[src/rtl/servant_uart_pkg.sv]
// Shared types and register map for the servant Wishbone UART transmitter.
package servant_uart_pkg;

  localparam int unsigned DATA_W = 8;

  typedef enum logic [1:0] {
    IDLE  = 2'd0,
    START = 2'd1,
    DATA  = 2'd2,
    STOP  = 2'd3
  } uart_state_e;

  localparam logic ADR_DATA   = 1'b0;
  localparam logic ADR_STATUS = 1'b1;

  // STATUS read-back bit positions
  localparam int unsigned ST_BUSY  = 0;
  localparam int unsigned ST_FULL  = 1;
  localparam int unsigned ST_EMPTY = 2;
  localparam int unsigned ST_OVF   = 3;
  localparam int unsigned ST_IRQEN = 4;

  // STATUS write: bit that loads irq_enable
  localparam int unsigned CTL_IRQEN = 1;

endpackage

[src/rtl/servant_uart_fifo.sv]
// Synchronous show-ahead FIFO; pointers carry one extra wrap bit so full/empty
// fall out of a pointer compare.
module servant_uart_fifo #(
  parameter int unsigned WIDTH = 8,
  parameter int unsigned DEPTH = 8
) (
  input  logic             clk,
  input  logic             rst_n,
  input  logic             push,
  input  logic [WIDTH-1:0] wdata,
  input  logic             pop,
  output logic [WIDTH-1:0] rdata_c,
  output logic             full_c,
  output logic             empty_c
);

  localparam int unsigned AW = $clog2(DEPTH);

  logic [WIDTH-1:0] mem [DEPTH];
  logic [AW:0]      wr_ptr;
  logic [AW:0]      rd_ptr;
  logic             do_push;
  logic             do_pop;

  assign full_c  = (wr_ptr[AW] != rd_ptr[AW]) && (wr_ptr[AW-1:0] == rd_ptr[AW-1:0]);
  assign empty_c = (wr_ptr == rd_ptr);
  assign rdata_c = mem[rd_ptr[AW-1:0]];
  assign do_push = push & ~full_c;
  assign do_pop  = pop & ~empty_c;

  always_ff @(posedge clk) begin
    if (do_push) mem[wr_ptr[AW-1:0]] <= wdata;
  end

  always_ff @(posedge clk or negedge rst_n) begin
    if (!rst_n) begin
      wr_ptr <= '0;
      rd_ptr <= '0;
    end else begin
      if (do_push) wr_ptr <= wr_ptr + (AW+1)'(1);
      if (do_pop)  rd_ptr <= rd_ptr + (AW+1)'(1);
    end
  end

endmodule

[src/rtl/servant_uart_tx.sv]
// Wishbone-slave 8N1 UART transmitter with TX FIFO for the servant data bus.
// Optional TX-done interrupt enabled by defining SERVANT_UART_IRQ_EN.
module servant_uart_tx
  import servant_uart_pkg::*;
#(
  parameter int unsigned DIVISOR    = 139,
  parameter int unsigned FIFO_DEPTH = 8
) (
  input  logic              wb_clk,
  input  logic              wb_rst_n,
  input  logic              i_wb_adr,
  input  logic [DATA_W-1:0] i_wb_dat,
  input  logic              i_wb_we,
  input  logic              i_wb_cyc,
  output logic [DATA_W-1:0] o_wb_rdt,
  output logic              o_wb_ack,
  output logic              o_q,
  output logic              o_irq
);

  localparam int unsigned CNT_W = $clog2(DIVISOR);
  localparam logic [CNT_W-1:0] CNT_LAST = CNT_W'(DIVISOR - 1);

  uart_state_e       state;
  logic [CNT_W-1:0]  cnt;
  logic [2:0]        bit_idx;
  logic [DATA_W-1:0] shift;
  logic              overflow;

  logic              fifo_full;
  logic              fifo_empty;
  logic [DATA_W-1:0] fifo_rdata;

  logic              wb_act_c;
  logic              wr_data_c;
  logic              wr_stat_c;
  logic              bit_done_c;
  logic              pop_c;
  logic              irq_en_c;
  logic [DATA_W-1:0] status_c;

  // Side effects only happen while the ack is being presented
  assign wb_act_c   = i_wb_cyc & o_wb_ack;
  assign wr_data_c  = wb_act_c & i_wb_we & (i_wb_adr == ADR_DATA);
  assign wr_stat_c  = wb_act_c & i_wb_we & (i_wb_adr == ADR_STATUS);
  assign bit_done_c = (cnt == CNT_LAST);
  assign pop_c      = ~fifo_empty & ((state == IDLE) | ((state == STOP) & bit_done_c));

  servant_uart_fifo #(
    .WIDTH (DATA_W),
    .DEPTH (FIFO_DEPTH)
  ) u_fifo (
    .clk     (wb_clk),
    .rst_n   (wb_rst_n),
    .push    (wr_data_c),
    .wdata   (i_wb_dat),
    .pop     (pop_c),
    .rdata_c (fifo_rdata),
    .full_c  (fifo_full),
    .empty_c (fifo_empty)
  );

  always_comb begin
    status_c           = '0;
    status_c[ST_BUSY]  = (state != IDLE);
    status_c[ST_FULL]  = fifo_full;
    status_c[ST_EMPTY] = fifo_empty;
    status_c[ST_OVF]   = overflow;
    status_c[ST_IRQEN] = irq_en_c;
  end

  // Bus handshake, read data and sticky overflow
  always_ff @(posedge wb_clk or negedge wb_rst_n) begin
    if (!wb_rst_n) begin
      o_wb_ack <= 1'b0;
      o_wb_rdt <= '0;
      overflow <= 1'b0;
    end else begin
      o_wb_ack <= i_wb_cyc & ~o_wb_ack;
      if (i_wb_cyc & ~o_wb_ack & ~i_wb_we & (i_wb_adr == ADR_STATUS))
        o_wb_rdt <= status_c;
      else
        o_wb_rdt <= '0;
      if (wr_stat_c)
        overflow <= 1'b0;
      else if (wr_data_c & fifo_full)
        overflow <= 1'b1;
    end
  end

  // Baud-rate serialiser; o_q is loaded with the level of the state being entered
  always_ff @(posedge wb_clk or negedge wb_rst_n) begin
    if (!wb_rst_n) begin
      state   <= IDLE;
      cnt     <= '0;
      bit_idx <= '0;
      shift   <= '0;
      o_q     <= 1'b1;
    end else begin
      case (state)
        IDLE: begin
          if (!fifo_empty) begin
            shift <= fifo_rdata;
            cnt   <= '0;
            o_q   <= 1'b0;
            state <= START;
          end
        end
        START: begin
          if (bit_done_c) begin
            cnt     <= '0;
            bit_idx <= '0;
            o_q     <= shift[0];
            state   <= DATA;
          end else begin
            cnt <= cnt + CNT_W'(1);
          end
        end
        DATA: begin
          if (bit_done_c) begin
            cnt <= '0;
            if (bit_idx == 3'd7) begin
              o_q   <= 1'b1;
              state <= STOP;
            end else begin
              bit_idx <= bit_idx + 3'd1;
              shift   <= shift >> 1;
              o_q     <= shift[1];
            end
          end else begin
            cnt <= cnt + CNT_W'(1);
          end
        end
        STOP: begin
          if (bit_done_c) begin
            cnt <= '0;
            if (!fifo_empty) begin
              shift <= fifo_rdata;
              o_q   <= 1'b0;
              state <= START;
            end else begin
              state <= IDLE;
            end
          end else begin
            cnt <= cnt + CNT_W'(1);
          end
        end
        default: begin
          cnt   <= '0;
          o_q   <= 1'b1;
          state <= IDLE;
        end
      endcase
    end
  end

`ifdef SERVANT_UART_IRQ_EN
  logic irq_en;
  logic irq_en_nxt_c;
  logic going_idle_c;

  assign irq_en_c     = irq_en;
  assign irq_en_nxt_c = wr_stat_c ? i_wb_dat[CTL_IRQEN] : irq_en;
  assign going_idle_c = (state == IDLE) | ((state == STOP) & bit_done_c);

  // Interrupt tracks the post-edge view so it drops right after a push
  always_ff @(posedge wb_clk or negedge wb_rst_n) begin
    if (!wb_rst_n) begin
      irq_en <= 1'b0;
      o_irq  <= 1'b0;
    end else begin
      irq_en <= irq_en_nxt_c;
      o_irq  <= irq_en_nxt_c & ~wr_data_c & fifo_empty & going_idle_c;
    end
  end
`else
  assign irq_en_c = 1'b0;
  assign o_irq    = 1'b0;
`endif

endmodule

[config.mk]
export PLATFORM = sky130hd
export DESIGN_NAME = servant_uart_tx
export DESIGN_NICKNAME = d
export VERILOG_FILES = /design/src/rtl/servant_uart_pkg.sv /design/src/rtl/servant_uart_fifo.sv /design/src/rtl/servant_uart_tx.sv
export SDC_FILE = /design/constraint.sdc
export NUM_CORES = 1
export LEC_CHECK = 0
export ABC_AREA = 1
export CAP_MARGIN = 20
export CORE_MARGIN = 10
export CORE_UTILIZATION = 30
export CTS_BUF_LIST = sky130_fd_sc_hd__clkbuf_8
export DETAILED_ROUTE_END_ITERATION = 16
export PLACE_DENSITY_LB_ADDON = 0.12
export SETUP_SLACK_MARGIN = 0.05
export SLEW_MARGIN = 30
export SYNTH_ARGS = -nofsm -noshare
export SYNTH_HDL_FRONTEND = slang
export SYNTH_HIERARCHICAL = 1
export SYNTH_SLANG_ARGS = --single-unit
[constraint.sdc]
create_clock -name wb_clk -period 5.25 [get_ports wb_clk]
set_input_delay 0.7875 -clock wb_clk [delete_from_list [all_inputs] [get_ports wb_clk]]
set_output_delay 0.7875 -clock wb_clk [all_outputs]
set_load 0.02 [all_outputs]
==> results_dict.tcl <==
set metrics [dict create \
    run_status "complete, no violations" \
    cp_max_fo 21 \
    ys_warn_count 6 \
    swShare 0.421 \
    synth_top_family_by_area "simple AND/OR/NAND/NOR gates" \
    fin_worst_skew_ns 0.0113 \
    syn_area_mm2 0.00471 \
    dp.cells 702 \
    yosys-top-cells-area "edfxtp_1 (41%), dfrtp_1 (19%), nand2_1 (11%)" \
    drt_wl_total_um 10800 \
    grt_pass1_vias 3369 \
    antenna_left 0 \
    io_pins 24 \
    cp-end-kind "register" \
    holdBufCountCts 0 \
    clk_pin_slew_worst_paths_ns 0.10 \
    clockBufferDepth 2 \
    drc 0 \
    period_share 0.509 \
    worstSetupStartpointType "register" \
    cts_resized 0 \
    clock-sinks 100 \
    synthXorXnorAreaFrac 0.0112 \
    finalSetupTns_ns 0 \
    cp.depth 12 \
    pre_cts_slack_ns 2.15 \
    grt_setup_unrepaired "false" \
    routedWlPerCell_um 15.0 \
    hold_class "input pin to asynchronous set/reset pin" \
    setup_violations 0 \
    crit_chain "inv_1 > nand2_1 > nand2_1 > a21oi_2 > nand2_2 > inv_1 > inv_1 > nand2_1 > o21ai_0 > nand2_2 > nand2_1 > nand2_1" \
    timing.hold.ws_ns 0.360 \
    fin_crit_ns 2.67 \
    synth_ff_type "edfxtp_1" \
    max-cap-violations 0 \
    hpwl_um 7610 \
    antenna_found_initial 0 \
    layout_common_cells "nand2_1 (140), nor2_1 (66), edfxtp_1 (64)" \
    fp.dieH_um 145 \
    hold_viol_final 0 \
    netlist_instances 488 \
    synth_top_cell_by_area "edfxtp_1" \
    crit_required_ns 5.53 \
    diodes 0 \
    yosys.area_share.adder 0.0319 \
    final_common_cell "nand2_1" \
    drt-initial-drc-count 236 \
    final_layout_size_suffix_gt1_frac 0.0828 \
    port_buffers 18 \
    synth_cell_type_count 30 \
    ir_drop_uv 174 \
    reg2reg_depth 12 \
    p_leak_nw 2.21 \
    synth_mux_area_frac 0 \
    yosys.area_share.simple 0.237 \
    grt_use_total 0.106 \
    numCtsBuffers 9 \
    grt_pass1_wl_um 17900 \
    ys_async_sr_fraction 0.360 \
    cp_top_family "buffers and inverters" \
    gr-total-overflow 0 \
    insertion_delay_ns 0.38 \
    ys_ff_latch 100 \
    critPathBufInv 3 \
    start_util 0.307 \
    post_cts_buffers 0 \
    syn_avg_cell_area_um2 9.65 \
    final_util 0.344 \
    first_pass_iters 4 \
    vias 3247 \
    htreeDepth 3 \
    slowest_delay_ns 0.63 \
    synth_top_area_share 0.408 \
    die_area_mm2 0.0211 \
    crit_top_cell "nand2_1" \
    p_clk_frac 0.204 \
    worst_pin_slew_ns 0.816 \
    pwr-share-comb 0.382 \
    criticalPathCategory "register to register" \
    cpMaxStageDelayCell "dfrtp_1" \
    fin_nets 527 \
    max_freq_mhz 374 \
    fin_ws_ns 2.58 \
    yosysSeqAreaShare 0.600 \
    cts_tree "done" \
    cts_root_buf "clkbuf_8" \
    via_per_inst 4.52 \
    grt_max_degree 38 \
    rows 45 \
    synth_edf_count 64 \
    layoutNonFillerInstCount 718 \
    final-max-slew-violation-count 0 \
    syn2layout_area_growth_pct 12.0 \
    die_x_um 145 \
    slew_headroom 0.454 \
    place.gp.congestion 0.846 \
    power.density_mw_per_mm2 494 \
    cp.arrival_ns 2.95 \
    core_area_mm2 0.0153 \
    switching_power_mw 1.10 \
    seqPwrFrac 0.414 \
    p_int_mw 1.51 \
    synth-compound-area-share 0.0670 \
]
## per-layer routing
layer,vias to the layer above,global-route usage,part of all wire
met4,0,0.0480,0.020
li1,1627,-,-
met2,69,0.165,0.48
met5,-,0,0
met3,12,0.0301,0.040
met1,1539,0.133,0.46
## layout make-up
type / count / area [um2]
Multi-Input combinational cell: 336 / 1650
Tap cell: 211 / 264
Clock buffer: 9 / 124
Fill cell: 1577 / 10000
Sequential cell: 100 / 2830
Timing Repair Buffer: 18 / 178
Inverter: 37 / 139
Clock inverter: 7 / 90.1
## path summary, 6_finish.rpt
| check | endpoint | start | slack [ns] |
|---|---|---|---|
| min in group wb_clk | o_wb_ack | o_wb_ack | 0.47 |
| max in group asynchronous | u_fifo/rd_ptr[0] | wb_rst_n | 4.54 |
| hold / removal | cnt[4] | wb_rst_n | 0.36 |
| setup reg to reg | u_fifo/rd_ptr[0] | u_fifo/rd_ptr[1] | 2.58 |
| setup / recovery | u_fifo/rd_ptr[0] | u_fifo/rd_ptr[1] | 2.58 |
| hold reg to reg | o_wb_ack | o_wb_ack | 0.47 |
## Yosys cell counts, types with 2 or more instances
library cell / n
buf_2: 11
nor2_1: 66
nand2_2: 6
nand2_1: 140
o22ai_1: 16
buf_4: 5
nand3_1: 32
inv_1: 31
xor2_1: 6
nand2_4: 4
nand4_1: 3
edfxtp_1: 64
o21ai_1: 2
clkbuf_2: 2
o21ai_0: 33
ha_1: 12
a21oi_1: 3
inv_2: 6
dfrtp_1: 35
## state kept, by name, indices dropped and copies added (netlist names)
register and cells:
shift 8, state 2, overflow 1, cnt 8, o_wb_ack 1, o_wb_rdt 4, u_fifo/rd_ptr 4, o_q 1
u_fifo/mem 64, u_fifo/wr_ptr 4, bit_idx 3
## through the flow
| stage | power [mW] | cell area (um2) |
|---|---|---|
| floorplan | 1.86 | 4720 |
| global route | 2.84 | 5270 |
| global placement | 2.10 | 5050 |
| finish | 2.60 | 5270 |
| CTS | 2.64 | 5270 |
| detailed placement | 2.10 | 5050 |
## cell families after synthesis
kind of cell	after synthesis
AO/OA/AOI/OAI	56
buffers and inverters	56
flip-flops	100
XOR/XNOR	6
other	1
adder cells (fa/ha/maj)	12
AND/OR/NAND/NOR	257
## worst register-to-register path: cells and delay by family, from the launching register on
family | cells | cell delay (ns)
buffers and inverters | 3 | 0.71
AND/OR/NAND/NOR | 7 | 0.70
flip-flops | 1 | 0.63
AO/OA/AOI/OAI | 2 | 0.55
## power by group through the flow
stage	Sequential [mW]	Combinational (mW)	Clock [mW]
3_3_place_gp	1.09	1.00	0
5_1_grt	1.10	1.15	0.591
3_5_place_dp	1.09	1.00	0
4_1_cts	1.08	1.01	0.558
6_report	1.08	0.995	0.532
2_1_floorplan	1.01	0.847	0
No activity file was read; power rests on OpenSTA's default activity.
